==> src/rtl/adjust_scheduler_pkg.sv <==
// Shared types and helpers for adjust_scheduler: FSM states, step direction
// encoding and a constant clog2 used to size channel indices.
package adjust_pkg;

  typedef enum logic {
    IDLE = 1'b0,
    CALC = 1'b1
  } state_t;

  localparam logic DIR_DEC = 1'b0;
  localparam logic DIR_INC = 1'b1;

  // Never returns less than 1 so a 1-channel index still has a bit.
  function automatic int clog2(input int n);
    int r;
    r = 0;
    while ((1 << r) < n) r++;
    return (r < 1) ? 1 : r;
  endfunction

endpackage

==> src/rtl/adjust_scheduler_rr_arbiter.sv <==
// Combinational round-robin arbiter: picks the first requesting channel at
// or after ptr (wrapping), returning both a one-hot grant and its index.
module rr_arbiter #(
  parameter int CHANNELS = 3,
  parameter int CW       = 2
) (
  input  logic [CHANNELS-1:0] req,
  input  logic [CW-1:0]       ptr,
  output logic [CHANNELS-1:0] grant,
  output logic [CW-1:0]       idx
);

  logic [CW:0] cand;
  logic        found;

  always_comb begin
    grant = '0;
    idx   = '0;
    found = 1'b0;
    cand  = '0;
    for (int k = 0; k < CHANNELS; k++) begin
      cand = {1'b0, ptr} + (CW+1)'(k);
      if (cand >= (CW+1)'(CHANNELS)) cand = cand - (CW+1)'(CHANNELS);
      if (!found && req[cand[CW-1:0]]) begin
        found                = 1'b1;
        grant[cand[CW-1:0]]  = 1'b1;
        idx                  = cand[CW-1:0];
      end
    end
  end

endmodule

==> src/rtl/adjust_scheduler.sv <==
// Shares one bounded add/subtract datapath between CHANNELS up/down button pairs.
// Define ADJUST_SCHEDULER_AUTO_REPEAT_EN to add hold-to-repeat per channel.
module adjust_scheduler
  import adjust_pkg::*;
#(
  parameter int CHANNELS      = 3,
  parameter int BITS          = 9,
  parameter int MIN           = 0,
  parameter int MAX           = 359,
  parameter int STEP          = 1,
  parameter int WRAP          = 1,
  parameter int REPEAT_DELAY  = 50,
  parameter int REPEAT_PERIOD = 10
) (
  input  logic                           Clock,
  input  logic                           resetn,
  input  logic [CHANNELS-1:0]            inc,
  input  logic [CHANNELS-1:0]            dec,
  output logic [CHANNELS*(BITS+1)-1:0]   values,
  output logic                           upd_valid,
  output logic [clog2(CHANNELS)-1:0]     upd_ch,
  output logic [CHANNELS-1:0]            pending,
  output logic                           busy
);

  localparam int W  = BITS + 1;
  localparam int WE = W + 1;
  localparam int CW = clog2(CHANNELS);

  if (CHANNELS < 2 || CHANNELS > 8 || MIN < 0 || MIN >= MAX || MAX >= (1 << W) ||
      STEP < 1 || STEP > MAX - MIN || REPEAT_DELAY < 1 || REPEAT_PERIOD < 1) begin : g_bad_config
    $error("adjust_scheduler: illegal parameter combination");
  end

  logic [CHANNELS-1:0] act;
  logic [CHANNELS-1:0] rise;
  logic [CHANNELS-1:0] rep_fire;
  logic [CHANNELS-1:0] accept;
  logic [CHANNELS-1:0] clr;
  logic [CHANNELS-1:0] act_prev_reg;
  logic [CHANNELS-1:0] pending_reg, pending_next;
  logic [CHANNELS-1:0] dir_reg, dir_next;
  logic [W-1:0]        value_reg [CHANNELS];

  state_t              state_reg, state_next;
  logic [CW-1:0]       ch_reg, ch_next;
  logic [CW-1:0]       ptr_reg, ptr_next;
  logic [W-1:0]        operand_reg, operand_next;
  logic                op_dir_reg, op_dir_next;
  logic                write_en;
  logic [W-1:0]        result;
  logic [WE-1:0]       op_ext, sum_ext;
  logic                upd_valid_reg;
  logic [CW-1:0]       upd_ch_reg;
  logic [CHANNELS-1:0] grant_oh;
  logic [CW-1:0]       grant_idx;

  genvar gi;
  generate
    for (gi = 0; gi < CHANNELS; gi++) begin : g_ch
      assign act[gi]  = inc[gi] ^ dec[gi];
      assign rise[gi] = act[gi] & ~act_prev_reg[gi];

`ifdef ADJUST_SCHEDULER_AUTO_REPEAT_EN
      localparam int RMAX = (REPEAT_DELAY > REPEAT_PERIOD) ? REPEAT_DELAY : REPEAT_PERIOD;
      localparam int RW   = clog2(RMAX + 1);
      logic [RW-1:0] rep_cnt_reg;
      logic          hold_dir_reg;
      logic          held;

      // The press cycle itself counts as the first held cycle.
      assign held         = act[gi] & act_prev_reg[gi] & (inc[gi] == hold_dir_reg);
      assign rep_fire[gi] = held & (rep_cnt_reg <= RW'(1));

      always_ff @(posedge Clock) begin
        if (resetn) begin
          rep_cnt_reg  <= '0;
          hold_dir_reg <= DIR_DEC;
        end else if (!act[gi]) begin
          rep_cnt_reg  <= '0;
        end else if (!held) begin
          rep_cnt_reg  <= RW'(REPEAT_DELAY - 1);
          hold_dir_reg <= inc[gi];
        end else if (rep_fire[gi]) begin
          rep_cnt_reg  <= RW'(REPEAT_PERIOD);
        end else begin
          rep_cnt_reg  <= rep_cnt_reg - 1'b1;
        end
      end
`else
      assign rep_fire[gi] = 1'b0;
`endif

      // A clear in the same cycle frees the slot, so the new request wins.
      assign accept[gi]       = (rise[gi] | rep_fire[gi]) & (~pending_reg[gi] | clr[gi]);
      assign pending_next[gi] = accept[gi] | (pending_reg[gi] & ~clr[gi]);
      assign dir_next[gi]     = accept[gi] ? inc[gi] : dir_reg[gi];
      assign values[gi*W +: W] = value_reg[gi];
    end
  endgenerate

  rr_arbiter #(
    .CHANNELS (CHANNELS),
    .CW       (CW)
  ) u_arb (
    .req   (pending_reg),
    .ptr   (ptr_reg),
    .grant (grant_oh),
    .idx   (grant_idx)
  );

  // Bound checks use one extra bit so operand+STEP cannot overflow.
  always_comb begin
    op_ext  = {1'b0, operand_reg};
    sum_ext = op_ext;
    result  = operand_reg;
    if (op_dir_reg == DIR_INC) begin
      sum_ext = op_ext + WE'(STEP);
      if (sum_ext > WE'(MAX)) result = (WRAP != 0) ? W'(MIN) : W'(MAX);
      else                    result = sum_ext[W-1:0];
    end else begin
      sum_ext = op_ext - WE'(STEP);
      if (op_ext < WE'(MIN + STEP)) result = (WRAP != 0) ? W'(MAX) : W'(MIN);
      else                          result = sum_ext[W-1:0];
    end
  end

  always_comb begin
    state_next   = state_reg;
    ch_next      = ch_reg;
    ptr_next     = ptr_reg;
    operand_next = operand_reg;
    op_dir_next  = op_dir_reg;
    clr          = '0;
    write_en     = 1'b0;
    case (state_reg)
      IDLE: begin
        if (|pending_reg) begin
          state_next   = CALC;
          ch_next      = grant_idx;
          operand_next = value_reg[grant_idx];
          op_dir_next  = |(grant_oh & dir_reg);
        end
      end
      CALC: begin
        write_en   = 1'b1;
        clr        = CHANNELS'(1) << ch_reg;
        ptr_next   = (ch_reg == CW'(CHANNELS - 1)) ? '0 : ch_reg + 1'b1;
        state_next = IDLE;
      end
      default: state_next = IDLE;
    endcase
  end

  always_ff @(posedge Clock) begin
    if (resetn) begin
      state_reg     <= IDLE;
      ch_reg        <= '0;
      ptr_reg       <= '0;
      operand_reg   <= '0;
      op_dir_reg    <= DIR_DEC;
      act_prev_reg  <= '0;
      pending_reg   <= '0;
      dir_reg       <= {CHANNELS{DIR_DEC}};
      upd_valid_reg <= 1'b0;
      upd_ch_reg    <= '0;
      for (int k = 0; k < CHANNELS; k++) value_reg[k] <= W'(MIN);
    end else begin
      state_reg     <= state_next;
      ch_reg        <= ch_next;
      ptr_reg       <= ptr_next;
      operand_reg   <= operand_next;
      op_dir_reg    <= op_dir_next;
      act_prev_reg  <= act;
      pending_reg   <= pending_next;
      dir_reg       <= dir_next;
      upd_valid_reg <= write_en;
      if (write_en) begin
        upd_ch_reg         <= ch_reg;
        value_reg[ch_reg]  <= result;
      end
    end
  end

  assign upd_valid = upd_valid_reg;
  assign upd_ch    = upd_ch_reg;
  assign pending   = pending_reg;
  assign busy      = (state_reg == CALC);

endmodule

==> config.mk <==
export PLATFORM = sky130hd
export DESIGN_NAME = adjust_scheduler
export DESIGN_NICKNAME = d
export VERILOG_FILES = /design/src/rtl/adjust_scheduler_pkg.sv /design/src/rtl/adjust_scheduler_rr_arbiter.sv /design/src/rtl/adjust_scheduler.sv
export SDC_FILE = /design/constraint.sdc
export NUM_CORES = 1
export LEC_CHECK = 0
export ABC_AREA = 0
export CORE_MARGIN = 3
export CORE_UTILIZATION = 45
export CTS_CLUSTER_SIZE = 28
export DETAILED_ROUTE_END_ITERATION = 10
export GPL_TIMING_DRIVEN = 1
export PLACE_DENSITY = 0.67
export SYNTH_ARGS = -nofsm -noshare
export SYNTH_HDL_FRONTEND = slang
export SYNTH_SLANG_ARGS = --single-unit
==> constraint.sdc <==
create_clock -name Clock -period 3 [get_ports Clock]
set_clock_uncertainty 0.15 [all_clocks]
set_input_delay 0.6 -clock Clock [delete_from_list [all_inputs] [get_ports Clock]]
set_output_delay 0.6 -clock Clock [all_outputs]
set_load 0.02 [all_outputs]
==> results by group, run 1 <==
Run status
  – Status: finished, final reports clean

Layout
  – Share of cells above drive strength 1: between 10% and 20%
  – Antenna diodes: 0
  – Fillers: around 640
  – Post-route cell area: around 4000 um^2
  – Non-Filler Instances: slightly above 500
  – Layout Utilization: a little under 60%
  – Synth-to-layout area growth: 21.86%
  – Nets: about 420
  – Max reg flops: 30

Global routing
  – Largest net degree at the start of global routing: 20
  – Global-route usage over all layers: around 21%
  – First-pass GRT wire length: approximately 14000 um
  – Antenna violations before repair: 0
  – Overflow after GRT: 0
  – Vias in the first global route: 2695

Routing
  – Total wire length: ~8800 um
  – Initial DRT Pass Iterations: 4
  – Via density: approximately 5.6
  – Drt first-iter violations: between 150 and 200
  – Drt drc: 0
  – Wirelength per Cell: around 17 um
  – Post-route ant nets: 0
  – Via Count: approximately 2.9k

Worst setup path
  – Worst r2r dst: value_reg[1][8]$_SDFFCE_PN0P_
  – Delay-heaviest family, CP: simple AND/OR/NAND/NOR gates
  – Crit path largest cell delay: 0.44 ns
  – Crit path launch type: flip-flop
  – Reg2Reg Setup Slack: ~0.30 ns
  – Slowest CP cell: dfxtp_1
  – Most Frequent Cell on Critical Path: a31oi_1
  – WP data required: approximately 3 ns
  – Path depth of the worst reg2reg path: 8
  – Worst-path fanout max: 7
  – Setup crit end kind: flip-flop
  – Crit. Startpoint: operand_reg[0]$_SDFFE_PP0P_
  – WS Path Type: flip-flop to flip-flop
  – R2r startpoint: operand_reg[0]$_SDFFE_PP0P_
  – WP data arrival: roughly 2.6 ns
  – Cells along the critical path: inv_1, ha_1, nor4bb_1, or4_1, a31oi_1, or2_2, a31oi_1, nor2_1
  – WP buf/inv: 1

Floorplanning
  – Ports: 45
  – Die area: approximately 8500 um^2
  – Die Wd: between 90 and 100 um
  – Die Y-Extent: slightly above 90 um
  – Starting Density: a little under half
  – CORE AREA: 7019 um^2
  – Row cnt: 30

Power and ir drop
  – Sw Pwr: 0.9497 mW
  – Overall power: 2.776 mW
  – P_int: 1.826 mW
  – Clk pwr share: between 30% and 40%
  – Sw Share: about a third
  – Flop pwr share: between 30% and 40%
  – Power Density: 679.1 nW/um^2
  – VDD IR-drop max: 0.4935 mV
  – Leak: ~1.5 nW
  – Combinational Power Share: 31.7%

Logic synthesis
  – Syn Std Cell Area: approximately 3400 um^2
  – Synth Area per Inst: slightly above 9 um^2
  – Synth cell types: 60
  – Async set-or-reset flop fraction in the synthesized netlist: 0%
  – Yosys warning count: 0
  – Mapped Cells: 370
  – Seq/Total Area, Yosys: a little over two fifths
  – Synth Net Count: between 300 and 400
  – Post-synth EDFFs: 30
  – Top FF cell, synth: edfxtp_1
  – #FFs+latches synth: a little under 60

Clock tree
  – Cts repair resizes: 0
  – Post-CTS Setup Bufs: 0
  – Hold buffers post-CTS: 0
  – Total CTS buffers: 9
  – CTS tree: yes
  – H-tree levels: 3
  – CTS max path bufs: 2
  – Later-pin clock latency in the skew report: approximately 0.33 ns
  – Root buffer cell: clkbuf_8
  – Clock sink count: a little under 60
  – Clock slew at reported path FFs: roughly 0.060 ns

STA
  – Final setup fails: 0
  – Slew Viols, Final: 0
  – RSZ-0062 raised after global routing: false
  – Fmax: ~370 MHz
  – PnR worst setup slack: roughly 0.30 ns
  – Tmin final: 2.700 ns
  – Slew @ Worst Pin: between 1 and 1.5 ns
  – Max-Slew Margin vs Limit: a little under a third
  – Worst hold slack: between 0.3 and 0.4 ns
  – Hold Vio Cnt, Final: 0
  – Period utilisation layout: about nine tenths
  – Setup TNS: 0 ns

Min path
  – Cells on Worst Hold Path: 2
  – Min-delay worst type: flip-flop to flip-flop
  – HP Start: upd_ch[0]$_SDFFE_PP0P_
  – Hold EP: upd_ch[0]$_SDFFE_PP0P_

Placed design
  – PortBufs: 44
  – Post-DP Area: 3855 um^2
  – Final RePlAce weighted congestion: approximately 0.90
  – Setup WS pre-CTS: ~0.34 ns
  – Hpwl dp: roughly 6300 um
  – Placed cells: slightly below 500

Run
  – Max-cap violations: 0
==> power by group through the flow <==
stage | Sequential (mW) | Combinational [mW] | Clock [mW]
final | 1.05 | 0.880 | 0.850
after global routing | 1.06 | 0.948 | 0.893
after CTS | 1.04 | 0.870 | 0.854
after detailed placement | 1.06 | 0.866 | 0
after global placement | 1.06 | 0.856 | 0
after floorplan | 1.03 | 0.625 | 0
==> cell usage after synthesis (all sizes together) (7+ instances only) <==
master / instances / area, um^2
a31oi: 7 / 50.05
edfxtp: 30 / 900.9
nand3: 12 / 72.57
a21oi: 16 / 80.08
nand2: 39 / 148.9
nor2: 68 / 255.2
xnor2: 10 / 87.58
ha: 7 / 87.58
o221ai: 13 / 113.9
clkbuf: 17 / 63.81
inv: 7 / 26.28
dfxtp: 28 / 560.5
buf: 13 / 86.33
o21ai: 19 / 95.09
nor3: 7 / 35.03
==> how the worst max path moves through the flow <==
stage                                         end  slack [ns]  cells after the start
finish              value_reg[1][8]$_SDFFCE_PN0P_        0.30                      8
global route        value_reg[1][0]$_SDFFCE_PN0P_        0.13                      8
CTS                 value_reg[1][5]$_SDFFCE_PN0P_        0.33                      8
detailed placement  value_reg[1][5]$_SDFFCE_PN0P_        0.34                      8
global placement    value_reg[2][5]$_SDFFCE_PN0P_        0.46                      8
floorplan           value_reg[0][1]$_SDFFCE_PN0P_        0.46                      9
==> layer usage <==
layer / vias up / global-route usage (%) / wire length, um
met5: - / 0 / 0
met2: 90 / 31.12 / 3834
met1: 1366 / 32.46 / 4313
li1: 1402 / - / -
met4: 0 / 4.827 / 88
met3: 9 / 4.630 / 577
==> cell type report <==
type | count | area, um^2 | share of cell area, %
inverters | 7 | 26.28 | 0.6428
repair buffers | 56 | 530.5 | 12.98
flip-flops and latches | 58 | 1461 | 35.75
clock inverters | 6 | 105.1 | 2.571
well taps | 96 | 120.1 | 2.938
multi-input cells | 275 | 1717 | 42.00
clock buffers | 10 | 127.6 | 3.122
==> worst register-to-register path, cell delays in order (launching register included) <==
cell and delay [ns]:
dfxtp_1 0.44, inv_1 0.10, ha_1 0.37, nor4bb_1 0.29
or4_1 0.16, a31oi_1 0.11, or2_2 0.33, a31oi_1 0.39
nor2_1 0.10
==> cells by family (layout without fill, tap and decap cells) <==
group | after synthesis | count (layout) | synth area share, %
AND/OR/NAND/NOR | 170 | 170 | 25.10
AO/OA/AOI/OAI | 80 | 80 | 18.58
flip-flops | 58 | 58 | 43.57
buffers and inverters | 37 | 79 | 5.259
XOR/XNOR | 15 | 15 | 3.916
adder cells (fa/ha/maj) | 7 | 7 | 2.611
multiplexers | 3 | 3 | 0.9698
==> layout by cell type, fill, tap and decap left out, types with 11 or more instances in the layout <==
master	netlist	routed
nor2_1	68	68
clkdlybuf4s50_1	0	44
nand2_1	38	38
edfxtp_1	30	30
dfxtp_1	28	28
o21ai_0	19	19
a21oi_1	16	16
o221ai_1	13	13
buf_4	4	12
nand3_1	11	11
(Power assumes the default switching activity.)
==> inputs of run 2 (changes only) <==
--- a/config.mk
+++ b/config.mk
@@ -15,3 +15,4 @@
 export SYNTH_ARGS = -nofsm -noshare
 export SYNTH_HDL_FRONTEND = slang
 export SYNTH_SLANG_ARGS = --single-unit
+export TNS_END_PERCENT = 5
==> results of run 2 <==
Same layout as run 1: the final DEF is identical, and so are final timing and power.
